`src/rtl/acc16_dmem_arb.sv`:
```
// acc16_dmem_arb: arbiter and sequencer for the acc16 single-port data memory.
// It shares the port between operand fetch (direct or indirect) and store writeback.
// An indirect fetch issues two back-to-back reads: pointer, then operand.
// Optional build macro ACC16_ARB_STATS_EN adds the conflict_cnt and stall_cnt counters.
module acc16_dmem_arb #(
    parameter int unsigned AW = 10,
    parameter int unsigned DW = 16
) (
    input  logic          clk,
    input  logic          rst,
    input  logic          rd_req,
    input  logic          rd_ind,
    input  logic [AW-1:0] rd_addr,
    output logic          rd_ack,
    output logic [DW-1:0] rd_data,
    output logic          rd_valid,
    input  logic          wr_req,
    input  logic [AW-1:0] wr_addr,
    input  logic [DW-1:0] wr_data,
    output logic          wr_ack,
    output logic          mem_en,
    output logic          mem_we,
    output logic [AW-1:0] mem_addr,
    output logic [DW-1:0] mem_wdata,
    input  logic [DW-1:0] mem_rdata,
    output logic          stall
`ifdef ACC16_ARB_STATS_EN
    ,
    output logic [15:0]   conflict_cnt,
    output logic [15:0]   stall_cnt
`endif
);

    typedef enum logic [1:0] {
        StIdle,
        StPtrWait,
        StDataWait
    } state_e;

    state_e        state_q, state_d;
    logic          last_wr_q, last_wr_d;  // 1 = last grant went to the write requester
    logic          rd_valid_q;
    logic [DW-1:0] rd_data_q;

    // Next-state, arbitration and memory-port drive.
    always_comb begin
        state_d   = state_q;
        last_wr_d = last_wr_q;
        rd_ack    = 1'b0;
        wr_ack    = 1'b0;
        mem_en    = 1'b0;
        mem_we    = 1'b0;
        mem_addr  = '0;
        mem_wdata = '0;

        case (state_q)
            StPtrWait: begin
                // Port reserved: follow the pointer just returned by memory.
                mem_en   = 1'b1;
                mem_addr = mem_rdata[AW-1:0];
                state_d  = StDataWait;
            end
            default: begin
                // StIdle and StDataWait: port is free, round-robin on conflict.
                state_d = StIdle;
                if (rd_req && (!wr_req || last_wr_q)) begin
                    rd_ack    = 1'b1;
                    mem_en    = 1'b1;
                    mem_addr  = rd_addr;
                    last_wr_d = 1'b0;
                    state_d   = rd_ind ? StPtrWait : StDataWait;
                end else if (wr_req) begin
                    wr_ack    = 1'b1;
                    mem_en    = 1'b1;
                    mem_we    = 1'b1;
                    mem_addr  = wr_addr;
                    mem_wdata = wr_data;
                    last_wr_d = 1'b1;
                end
            end
        endcase

        // Nothing is accepted or issued while reset is applied.
        if (rst) begin
            rd_ack = 1'b0;
            wr_ack = 1'b0;
            mem_en = 1'b0;
            mem_we = 1'b0;
        end
    end

    // State register and registered fetch result.
    always_ff @(posedge clk) begin
        if (rst) begin
            state_q    <= StIdle;
            last_wr_q  <= 1'b1;
            rd_valid_q <= 1'b0;
            rd_data_q  <= '0;
        end else begin
            state_q    <= state_d;
            last_wr_q  <= last_wr_d;
            rd_valid_q <= (state_q == StDataWait);
            if (state_q == StDataWait) begin
                rd_data_q <= mem_rdata;
            end
        end
    end

    assign rd_valid = rd_valid_q;
    assign rd_data  = rd_data_q;
    assign stall    = rd_req & ~rd_ack;

`ifdef ACC16_ARB_STATS_EN
    logic port_free;
    assign port_free = (state_q != StPtrWait);

    // Saturating event counters, cleared by reset.
    always_ff @(posedge clk) begin
        if (rst) begin
            conflict_cnt <= '0;
            stall_cnt    <= '0;
        end else begin
            if (rd_req && wr_req && port_free && (conflict_cnt != 16'hFFFF)) begin
                conflict_cnt <= conflict_cnt + 16'd1;
            end
            if (stall && (stall_cnt != 16'hFFFF)) begin
                stall_cnt <= stall_cnt + 16'd1;
            end
        end
    end
`endif

endmodule

```
`config.mk`:
```
export PLATFORM = sky130hd
export DESIGN_NAME = acc16_dmem_arb
export DESIGN_NICKNAME = d
export VERILOG_FILES = /design/src/rtl/acc16_dmem_arb.sv
export SDC_FILE = /design/constraint.sdc
export NUM_CORES = 1
export LEC_CHECK = 0
export BUFFER_PORTS_ARGS = -buffer_cell sky130_fd_sc_hd__buf_2
export CELL_PAD_IN_SITES_DETAIL_PLACEMENT = 2
export CELL_PAD_IN_SITES_GLOBAL_PLACEMENT = 2
export CORE_UTILIZATION = 14
export DETAILED_ROUTE_END_ITERATION = 7
export GPL_TIMING_DRIVEN = 0
export PLACE_DENSITY_LB_ADDON = 0.08
export SLEW_MARGIN = 15
export SYNTH_ARGS = -nofsm -noshare
export SYNTH_HDL_FRONTEND = slang
export SYNTH_SLANG_ARGS = --single-unit
```
`constraint.sdc`:
```
create_clock -name clk -period 1.2 [get_ports clk]
set_clock_uncertainty 0.05 [all_clocks]
set_input_delay 0.12 -clock clk [delete_from_list [all_inputs] [get_ports clk]]
set_output_delay 0.12 -clock clk [all_outputs]
set_load 0.005 [all_outputs]
```
==> results of run 1 <==
-- synthesized netlist by cell type, drive strengths merged (2+ instances only) --
library cell  count  area share, %
nand2b            3            1.7
a32oi            10            8.1
and3             18             10
dfxtp            20             37
clkbuf            7            2.6
nor2b             2            1.2
buf               9            4.7
nand2            33             12
a21oi            29             13
nor2             13            4.5
-- worst max-delay path by stage --
stage,from,to,slack (ns),cells past startpoint
after global routing,last_wr_q$_SDFFE_PP1P_,mem_addr[4],-0.43,5
final,last_wr_q$_SDFFE_PP1P_,mem_addr[6],-0.33,5
after CTS,last_wr_q$_SDFFE_PP1P_,wr_ack,-0.34,6
after detailed placement,state_q[1]$_SDFF_PP0_,mem_addr[1],-0.31,4
after global placement,state_q[1]$_SDFF_PP0_,mem_addr[1],-0.33,4
after floorplan,last_wr_q$_SDFFE_PP1P_,wr_ack,0.01,5
-- worst max-delay path: cells and delay by family (launching register included) --
kind	cells	cell delay (ns)
AO/OA/AOI/OAI	3	0.44
flip-flops	1	0.35
buffers and inverters	2	0.30
-- registers in the layout (all words and copies together), names as in the netlist --
register   cells
last_wr_q      1
rd_data       16
rd_valid       1
state_q        2
-- power breakdown --
| part | internal, mW | leakage (nW) | switching [mW] |
|---|---|---|---|
| Combinational | 0.322 | 0.927 | 0.264 |
| Clock | 0.293 | 0.0288 | 0.242 |
| Sequential | 0.694 | 0.164 | 0.0191 |
| Total | 1.31 | 1.12 | 0.525 |
-- cell families (layout without fill, tap and decap cells) --
family / Yosys count / after routing
buf+inv: 16 / 134
flops: 20 / 20
compound gates: 41 / 41
simple gates: 72 / 72
-- repair_timing --
item,in CTS,in global routing
endpoints found under the setup margin,43,42
endpoints found under the hold margin,0,0
setup buffers,5,5
hold buffers,0,0
pin swaps,3,11
gates resized for setup,30,27
cloned,0,3
-- through the flow --
stage | worst slack [ns] | std cells | instance area (um^2) | power (mW) | utilization, %
4_1_cts | -0.340 | 360 | 1950 | 1.80 | 26.6
3_5_place_dp | -0.314 | 351 | 1720 | 1.18 | 23.5
3_3_place_gp | -0.331 | 351 | 1720 | 1.18 | 23.5
6_report | -0.327 | 366 | 2130 | 1.83 | 29.1
2_1_floorplan | 0.0142 | 149 | 1080 | 0.930 | -
5_1_grt | -0.432 | 366 | 2130 | 1.94 | 29.1
-- cell type report --
cell class                 instances  area (um^2)
tap                               99          124
timing repair buffer             115          697
sequential                        20          407
buffer                            15          153
multi-input combinational        113          698
clock buffer                       4         55.1
fill                             868         5200
-- routing by layer --
metal,vias to the layer above,part of all wire (%)
li1,754,-
met2,55,47
met5,-,0
met4,0,0.64
met1,718,45
met3,4,7.5
==> impl_metrics.xml, run 1 <==
<?xml version="1.0" encoding="UTF-8"?>
<metrics>
  <group name="status">
    <metric name="run_status" unit="">finished, violations left</metric>
    <metric name="failed_checks" unit="">setup timing</metric>
  </group>
  <group name="setup_path">
    <metric name="r2r-end" unit="">rd_data[2]$_SDFFE_PP0P_</metric>
    <metric name="critical-path-max-stage-delay" unit="ns">0.35</metric>
    <metric name="r2r_start" unit="">state_q[1]$_SDFF_PP0_</metric>
    <metric name="worstPathRequired" unit="ns">1.03</metric>
    <metric name="crit_path_end_kind" unit="">output pin</metric>
    <metric name="worst_setup_path_start_kind" unit="">flop</metric>
    <metric name="timing.critical_path.arrival" unit="ns">1.36</metric>
    <metric name="crit_type" unit="">reg2out</metric>
    <metric name="cp_slowest_cell" unit="">sky130_fd_sc_hd__dfxtp_2</metric>
    <metric name="crit_chain" unit="">a21boi_4, buf_6, a32oi_1, a21oi_1, buf_2</metric>
    <metric name="setup.reg_to_reg.worst_slack" unit="ns">0.02</metric>
    <metric name="timing.critical_path.fanout_max" unit="">10</metric>
    <metric name="worst_reg_to_reg_path_cell_count" unit="">5</metric>
  </group>
  <group name="detailed_routing">
    <metric name="drt_iter0_drc" unit="">21</metric>
    <metric name="totalWireLength" unit="mm">5.43</metric>
    <metric name="remaining_drc_errors" unit="">0</metric>
    <metric name="num_vias" unit="">1531</metric>
    <metric name="drt_first_pass_iters" unit="">2</metric>
    <metric name="vias_per_cell" unit="">4.18</metric>
    <metric name="drt-wirelength-per-cell" unit="um">14.8</metric>
    <metric name="route.antenna.remaining_nets" unit="">0</metric>
  </group>
  <group name="timing">
    <metric name="slew_headroom" unit="%">58.8</metric>
    <metric name="layout_min_cycle_time" unit="ns">1.53</metric>
    <metric name="timing_worst_slew_pin_value" unit="ns">0.619</metric>
    <metric name="hold_viol" unit="">0</metric>
    <metric name="final.setup.worst_slack" unit="ns">-0.327</metric>
    <metric name="post-route-period-util" unit="%">127</metric>
    <metric name="worst_hold_slack" unit="ns">0.0424</metric>
    <metric name="drv_slew" unit="">0</metric>
    <metric name="rsz_0062_raised_after_global_routing" unit="">true</metric>
    <metric name="maxClockFrequency" unit="MHz">655</metric>
    <metric name="timing.final.setup_violations" unit="">31</metric>
    <metric name="totalNegativeSetupSlack" unit="ns">-8.58</metric>
  </group>
  <group name="floorplan">
    <metric name="placementRows" unit="">31</metric>
    <metric name="dieWidth" unit="um">89.7</metric>
    <metric name="die_area" unit="mm^2">0.00804</metric>
    <metric name="ioPinCount" unit="">105</metric>
    <metric name="core-area" unit="mm^2">0.00733</metric>
    <metric name="initial_utilization" unit="%">14.7</metric>
    <metric name="die_h" unit="um">89.7</metric>
  </group>
  <group name="global_route">
    <metric name="grt_pass1_vias" unit="">1555</metric>
    <metric name="grt_util_met1" unit="%">15.7</metric>
    <metric name="gr-usage-met2" unit="%">22.3</metric>
    <metric name="grt_overflow" unit="">0</metric>
    <metric name="first_pass_grt_wire_length" unit="mm">7.74</metric>
    <metric name="largest_net_degree_at_the_start_of_global_routing" unit="">12</metric>
    <metric name="grt_busiest_layer" unit="">met2</metric>
    <metric name="grt.met3_usage" unit="%">3.66</metric>
    <metric name="antenna_found_initial" unit="">0</metric>
    <metric name="grtUsageTotal" unit="%">12.8</metric>
  </group>
  <group name="logic_synthesis">
    <metric name="muxShareOfSynthArea" unit="%">0</metric>
    <metric name="compound_gate_fraction_of_synth_area" unit="%">24.1</metric>
    <metric name="synth_edf_count" unit="">0</metric>
    <metric name="main_combinational_cell_family_by_area_after_synthesis" unit="">simple AND/OR/NAND/NOR gates</metric>
    <metric name="synth_area_in_adders" unit="%">0</metric>
    <metric name="postSynthNetCount" unit="">206</metric>
    <metric name="postSynthAreaPerCell" unit="um^2">7.22</metric>
    <metric name="postSynth.topFlopCell" unit="">sky130_fd_sc_hd__dfxtp_1</metric>
    <metric name="synth_xor_xnor_area_share" unit="%">0</metric>
    <metric name="asyncSetResetFlopFracSynth" unit="%">0</metric>
    <metric name="syn_inst" unit="">149</metric>
    <metric name="yosysWarningCount" unit="">0</metric>
    <metric name="synth.lib_cells_used.distinct" unit="">17</metric>
    <metric name="synth_simple_gate_area_share" unit="%">31.5</metric>
    <metric name="synth_seq_cells" unit="">20</metric>
    <metric name="synth-seq-area-share" unit="%">37.2</metric>
    <metric name="post_synth_instance_area" unit="mm^2">0.00108</metric>
  </group>
  <group name="clock_tree">
    <metric name="htree_levels" unit="">1</metric>
    <metric name="cts_root_buffer" unit="">sky130_fd_sc_hd__clkbuf_8</metric>
    <metric name="insertion_delay" unit="ns">0.26</metric>
    <metric name="cts.reportedPaths.clkPinSlew" unit="ns">0.08</metric>
    <metric name="clk_path_buf_depth" unit="">2</metric>
    <metric name="tritoncts" unit="">built</metric>
    <metric name="total_clock_buffers_created_by_cts" unit="">3</metric>
    <metric name="number_of_clock_sinks" unit="">20</metric>
  </group>
  <group name="layout">
    <metric name="mostFrequentLayoutCells" unit="">sky130_fd_sc_hd__buf_2 (104), sky130_fd_sc_hd__nand2_1 (26), sky130_fd_sc_hd__a21oi_1 (22), sky130_fd_sc_hd__and3_1 (18), sky130_fd_sc_hd__dfxtp_1 (17)</metric>
    <metric name="layout_commonest_cell" unit="">sky130_fd_sc_hd__buf_2</metric>
    <metric name="diodes" unit="">0</metric>
    <metric name="fraction_of_layout_instances_using_a_drive_strength_above_1" unit="%">58.8</metric>
    <metric name="area.growth.synth_to_final" unit="%">98.3</metric>
    <metric name="nNetsFinal" unit="">325</metric>
  </group>
  <group name="hold_path">
    <metric name="worst_hold_path.endpoint" unit="">rd_data[14]$_SDFFE_PP0P_</metric>
    <metric name="launch_point_of_the_worst_hold_path" unit="">mem_rdata[14]</metric>
    <metric name="worst_hold_depth" unit="">3</metric>
    <metric name="timing.hold.worst.class" unit="">in2reg</metric>
  </group>
  <group name="pwr">
    <metric name="power_leakage" unit="nW">1.12</metric>
    <metric name="peakVddDrop" unit="mV">0.380</metric>
    <metric name="power_density" unit="mW/mm^2">859</metric>
  </group>
  <group name="placement">
    <metric name="portBuffers" unit="">103</metric>
    <metric name="detailed_place_hpwl" unit="mm">4.02</metric>
    <metric name="place.gp.congestion" unit="">0.629</metric>
  </group>
  <group name="job">
    <metric name="max_cap_viol_count" unit="">0</metric>
  </group>
</metrics>
Power figures use the tool's default switching activity.
==> inputs of run 2 (changes only) <==
==> constraint.sdc (replaced) <==
create_clock -name clk -period 1.2 [get_ports clk]
set_clock_uncertainty 0.05 [all_clocks]
set_input_delay 0.06 -clock clk [delete_from_list [all_inputs] [get_ports clk]]
set_output_delay 0.06 -clock clk [all_outputs]
set_load 0.005 [all_outputs]
==> impl_metrics.xml, run 2 (synthesis results as in run 1) <==
<?xml version="1.0" encoding="UTF-8"?>
<metrics>
  <group name="global_route">
    <metric name="largest_net_degree_at_the_start_of_global_routing" unit="">18</metric>
    <metric name="first_pass_grt_wire_length" unit="mm">7.99</metric>
    <metric name="grt_pass1_vias" unit="">1551</metric>
    <metric name="antenna_found_initial" unit="">0</metric>
    <metric name="grt_overflow" unit="">0</metric>
    <metric name="grtUsageTotal" unit="%">13.3</metric>
  </group>
  <group name="detailed_routing">
    <metric name="drt_iter0_drc" unit="">26</metric>
    <metric name="vias_per_cell" unit="">4.15</metric>
    <metric name="num_vias" unit="">1544</metric>
    <metric name="remaining_drc_errors" unit="">0</metric>
    <metric name="drt-wirelength-per-cell" unit="um">14.7</metric>
    <metric name="route.antenna.remaining_nets" unit="">0</metric>
    <metric name="totalWireLength" unit="mm">5.47</metric>
    <metric name="drt_first_pass_iters" unit="">3</metric>
  </group>
  <group name="clock_tree">
    <metric name="number_of_clock_sinks" unit="">20</metric>
    <metric name="clk_path_buf_depth" unit="">2</metric>
    <metric name="htree_levels" unit="">1</metric>
    <metric name="insertion_delay" unit="ns">0.26</metric>
    <metric name="tritoncts" unit="">built</metric>
    <metric name="cts_root_buffer" unit="">sky130_fd_sc_hd__clkbuf_8</metric>
    <metric name="total_clock_buffers_created_by_cts" unit="">3</metric>
    <metric name="cts.reportedPaths.clkPinSlew" unit="ns">0.07</metric>
  </group>
  <group name="layout">
    <metric name="mostFrequentLayoutCells" unit="">sky130_fd_sc_hd__buf_2 (96), sky130_fd_sc_hd__nand2_1 (32), sky130_fd_sc_hd__a21oi_1 (28), sky130_fd_sc_hd__buf_6 (18), sky130_fd_sc_hd__dfxtp_1 (17)</metric>
    <metric name="final_util" unit="%">29.5</metric>
    <metric name="fraction_of_layout_instances_using_a_drive_strength_above_1" unit="%">53.5</metric>
    <metric name="nNetsFinal" unit="">332</metric>
    <metric name="largest_register_ff_count" unit="">16</metric>
    <metric name="layout_commonest_cell" unit="">sky130_fd_sc_hd__buf_2</metric>
    <metric name="fillers" unit="">881</metric>
    <metric name="finalNonFillerCells" unit="">372</metric>
    <metric name="diodes" unit="">0</metric>
    <metric name="area.growth.synth_to_final" unit="%">101</metric>
  </group>
  <group name="timing">
    <metric name="slew_headroom" unit="%">60.4</metric>
    <metric name="timing.final.setup_violations" unit="">31</metric>
    <metric name="hold_viol" unit="">0</metric>
    <metric name="drv_slew" unit="">0</metric>
    <metric name="rsz_0062_raised_after_global_routing" unit="">true</metric>
    <metric name="layout_min_cycle_time" unit="ns">1.46</metric>
    <metric name="final.setup.worst_slack" unit="ns">-0.259</metric>
    <metric name="maxClockFrequency" unit="MHz">685</metric>
    <metric name="worst_hold_slack" unit="ns">0.00704</metric>
    <metric name="post-route-period-util" unit="%">122</metric>
    <metric name="timing_worst_slew_pin_value" unit="ns">0.595</metric>
  </group>
  <group name="setup_path">
    <metric name="timing.critical_path.arrival" unit="ns">1.35</metric>
    <metric name="cp_num_buf_inv" unit="">3</metric>
    <metric name="worstPathRequired" unit="ns">1.09</metric>
    <metric name="crit_chain" unit="">a21boi_4, buf_6, buf_6, a32oi_1, a21oi_1, buf_2</metric>
    <metric name="r2r-end" unit="">last_wr_q$_SDFFE_PP1P_</metric>
    <metric name="timing.critical_path.fanout_max" unit="">5</metric>
    <metric name="crit_path_end_kind" unit="">output pin</metric>
    <metric name="cp_slowest_cell" unit="">sky130_fd_sc_hd__dfxtp_4</metric>
    <metric name="worst_reg_to_reg_path_cell_count" unit="">4</metric>
    <metric name="setup.reg_to_reg.worst_slack" unit="ns">0.07</metric>
    <metric name="cp_common_cell" unit="">sky130_fd_sc_hd__buf_6</metric>
    <metric name="crit_type" unit="">reg2out</metric>
    <metric name="top_family_by_delay_on_critical_path" unit="">buffers and inverters</metric>
    <metric name="worst_setup_path_start_kind" unit="">flop</metric>
    <metric name="r2r_start" unit="">state_q[1]$_SDFF_PP0_</metric>
    <metric name="critical-path-max-stage-delay" unit="ns">0.36</metric>
  </group>
  <group name="floorplan">
    <metric name="die_h" unit="um">89.7</metric>
    <metric name="placementRows" unit="">31</metric>
    <metric name="core-area" unit="mm^2">0.00733</metric>
    <metric name="ioPinCount" unit="">105</metric>
    <metric name="die_area" unit="mm^2">0.00804</metric>
    <metric name="initial_utilization" unit="%">14.7</metric>
    <metric name="dieWidth" unit="um">89.7</metric>
  </group>
  <group name="hold_path">
    <metric name="worst_hold_path.endpoint" unit="">rd_data[4]$_SDFFE_PP0P_</metric>
    <metric name="launch_point_of_the_worst_hold_path" unit="">mem_rdata[4]</metric>
    <metric name="worst_hold_depth" unit="">3</metric>
    <metric name="timing.hold.worst.class" unit="">in2reg</metric>
  </group>
  <group name="placement">
    <metric name="place_worst_setup_slack" unit="ns">-0.242</metric>
    <metric name="numPlacedInstances" unit="">351</metric>
    <metric name="place.gp.congestion" unit="">0.689</metric>
    <metric name="detailed_place_hpwl" unit="mm">3.95</metric>
    <metric name="portBuffers" unit="">103</metric>
  </group>
  <group name="pwr">
    <metric name="power_density" unit="mW/mm^2">810</metric>
    <metric name="report.power.total" unit="mW">1.75</metric>
    <metric name="peakVddDrop" unit="mV">0.268</metric>
    <metric name="power_leakage" unit="nW">1.08</metric>
  </group>
  <group name="job">
    <metric name="max_cap_viol_count" unit="">0</metric>
  </group>
  <group name="status">
    <metric name="failed_checks" unit="">setup timing</metric>
    <metric name="run_status" unit="">finished, violations left</metric>
  </group>
</metrics>
[run 2: changes by cell type in the layout (fill, tap and decap cells not counted), sizes merged]
cell         previous run  this run
clkbuf                 12         9
buf                   122       121
dlygate4sd3             0        10
[run 2: area by class of cell]
type | instances | area, um^2 | share of cell area (%)
tap | 99 | 124 | 5.74
timing repair buffer | 122 | 771 | 35.7
sequential | 20 | 407 | 18.8
clock buffer | 3 | 41.3 | 1.91
multi-input combinational | 113 | 667 | 30.9
buffer | 15 | 150 | 6.95
[run 2: worst max-delay path by stage]
stage	from	to	cells past startpoint
3_3_place_gp	state_q[1]$_SDFF_PP0_	mem_addr[1]	4
3_5_place_dp	state_q[1]$_SDFF_PP0_	mem_addr[1]	4
5_1_grt	last_wr_q$_SDFFE_PP1P_	mem_addr[9]	6
4_1_cts	last_wr_q$_SDFFE_PP1P_	mem_addr[6]	6
6_report	last_wr_q$_SDFFE_PP1P_	mem_addr[7]	6
2_1_floorplan	last_wr_q$_SDFFE_PP1P_	wr_ack	5
[run 2: layer usage]
layer	global-route usage, %	vias up	share of wire [%]
li1	-	762	-
met3	4.11	2	6.9
met5	0	-	0
met1	16.7	724	45
met4	1.73	0	0.37
met2	22.9	56	48
[run 2: worst register-to-register path, stage by stage (launching register included)]
cell                       delay, ns
sky130_fd_sc_hd__dfxtp_2        0.33
sky130_fd_sc_hd__nand2b_4       0.18
sky130_fd_sc_hd__clkbuf_4       0.20
sky130_fd_sc_hd__a21oi_1        0.19
sky130_fd_sc_hd__o21bai_1       0.07
[run 2: metrics by stage]
stage / instance area (um^2) / setup TNS [ns]
final: 2160 / -6.46
after floorplan: 1080 / 0
after global routing: 2160 / -8.89
after detailed placement: 1720 / -5.48
after global placement: 1720 / -5.26
after CTS: 2070 / -7.66
[run 2: what timing repair did]
item | 4_1_cts | 5_1_grt
endpoints found under the hold margin | 10 | 0
gates resized for setup | 39 | 17
hold buffers | 10 | 0
cloned | 1 | 1
pin swaps | 15 | 7
setup buffers | 5 | 2
endpoints found under the setup margin | 43 | 48
[run 2: report_power, final]
| part | leakage, nW | internal, mW | switching (mW) |
|---|---|---|---|
| registers | 0.164 | 0.694 | 0.0173 |
| logic | 0.891 | 0.337 | 0.254 |
| clock network | 0.0216 | 0.224 | 0.224 |
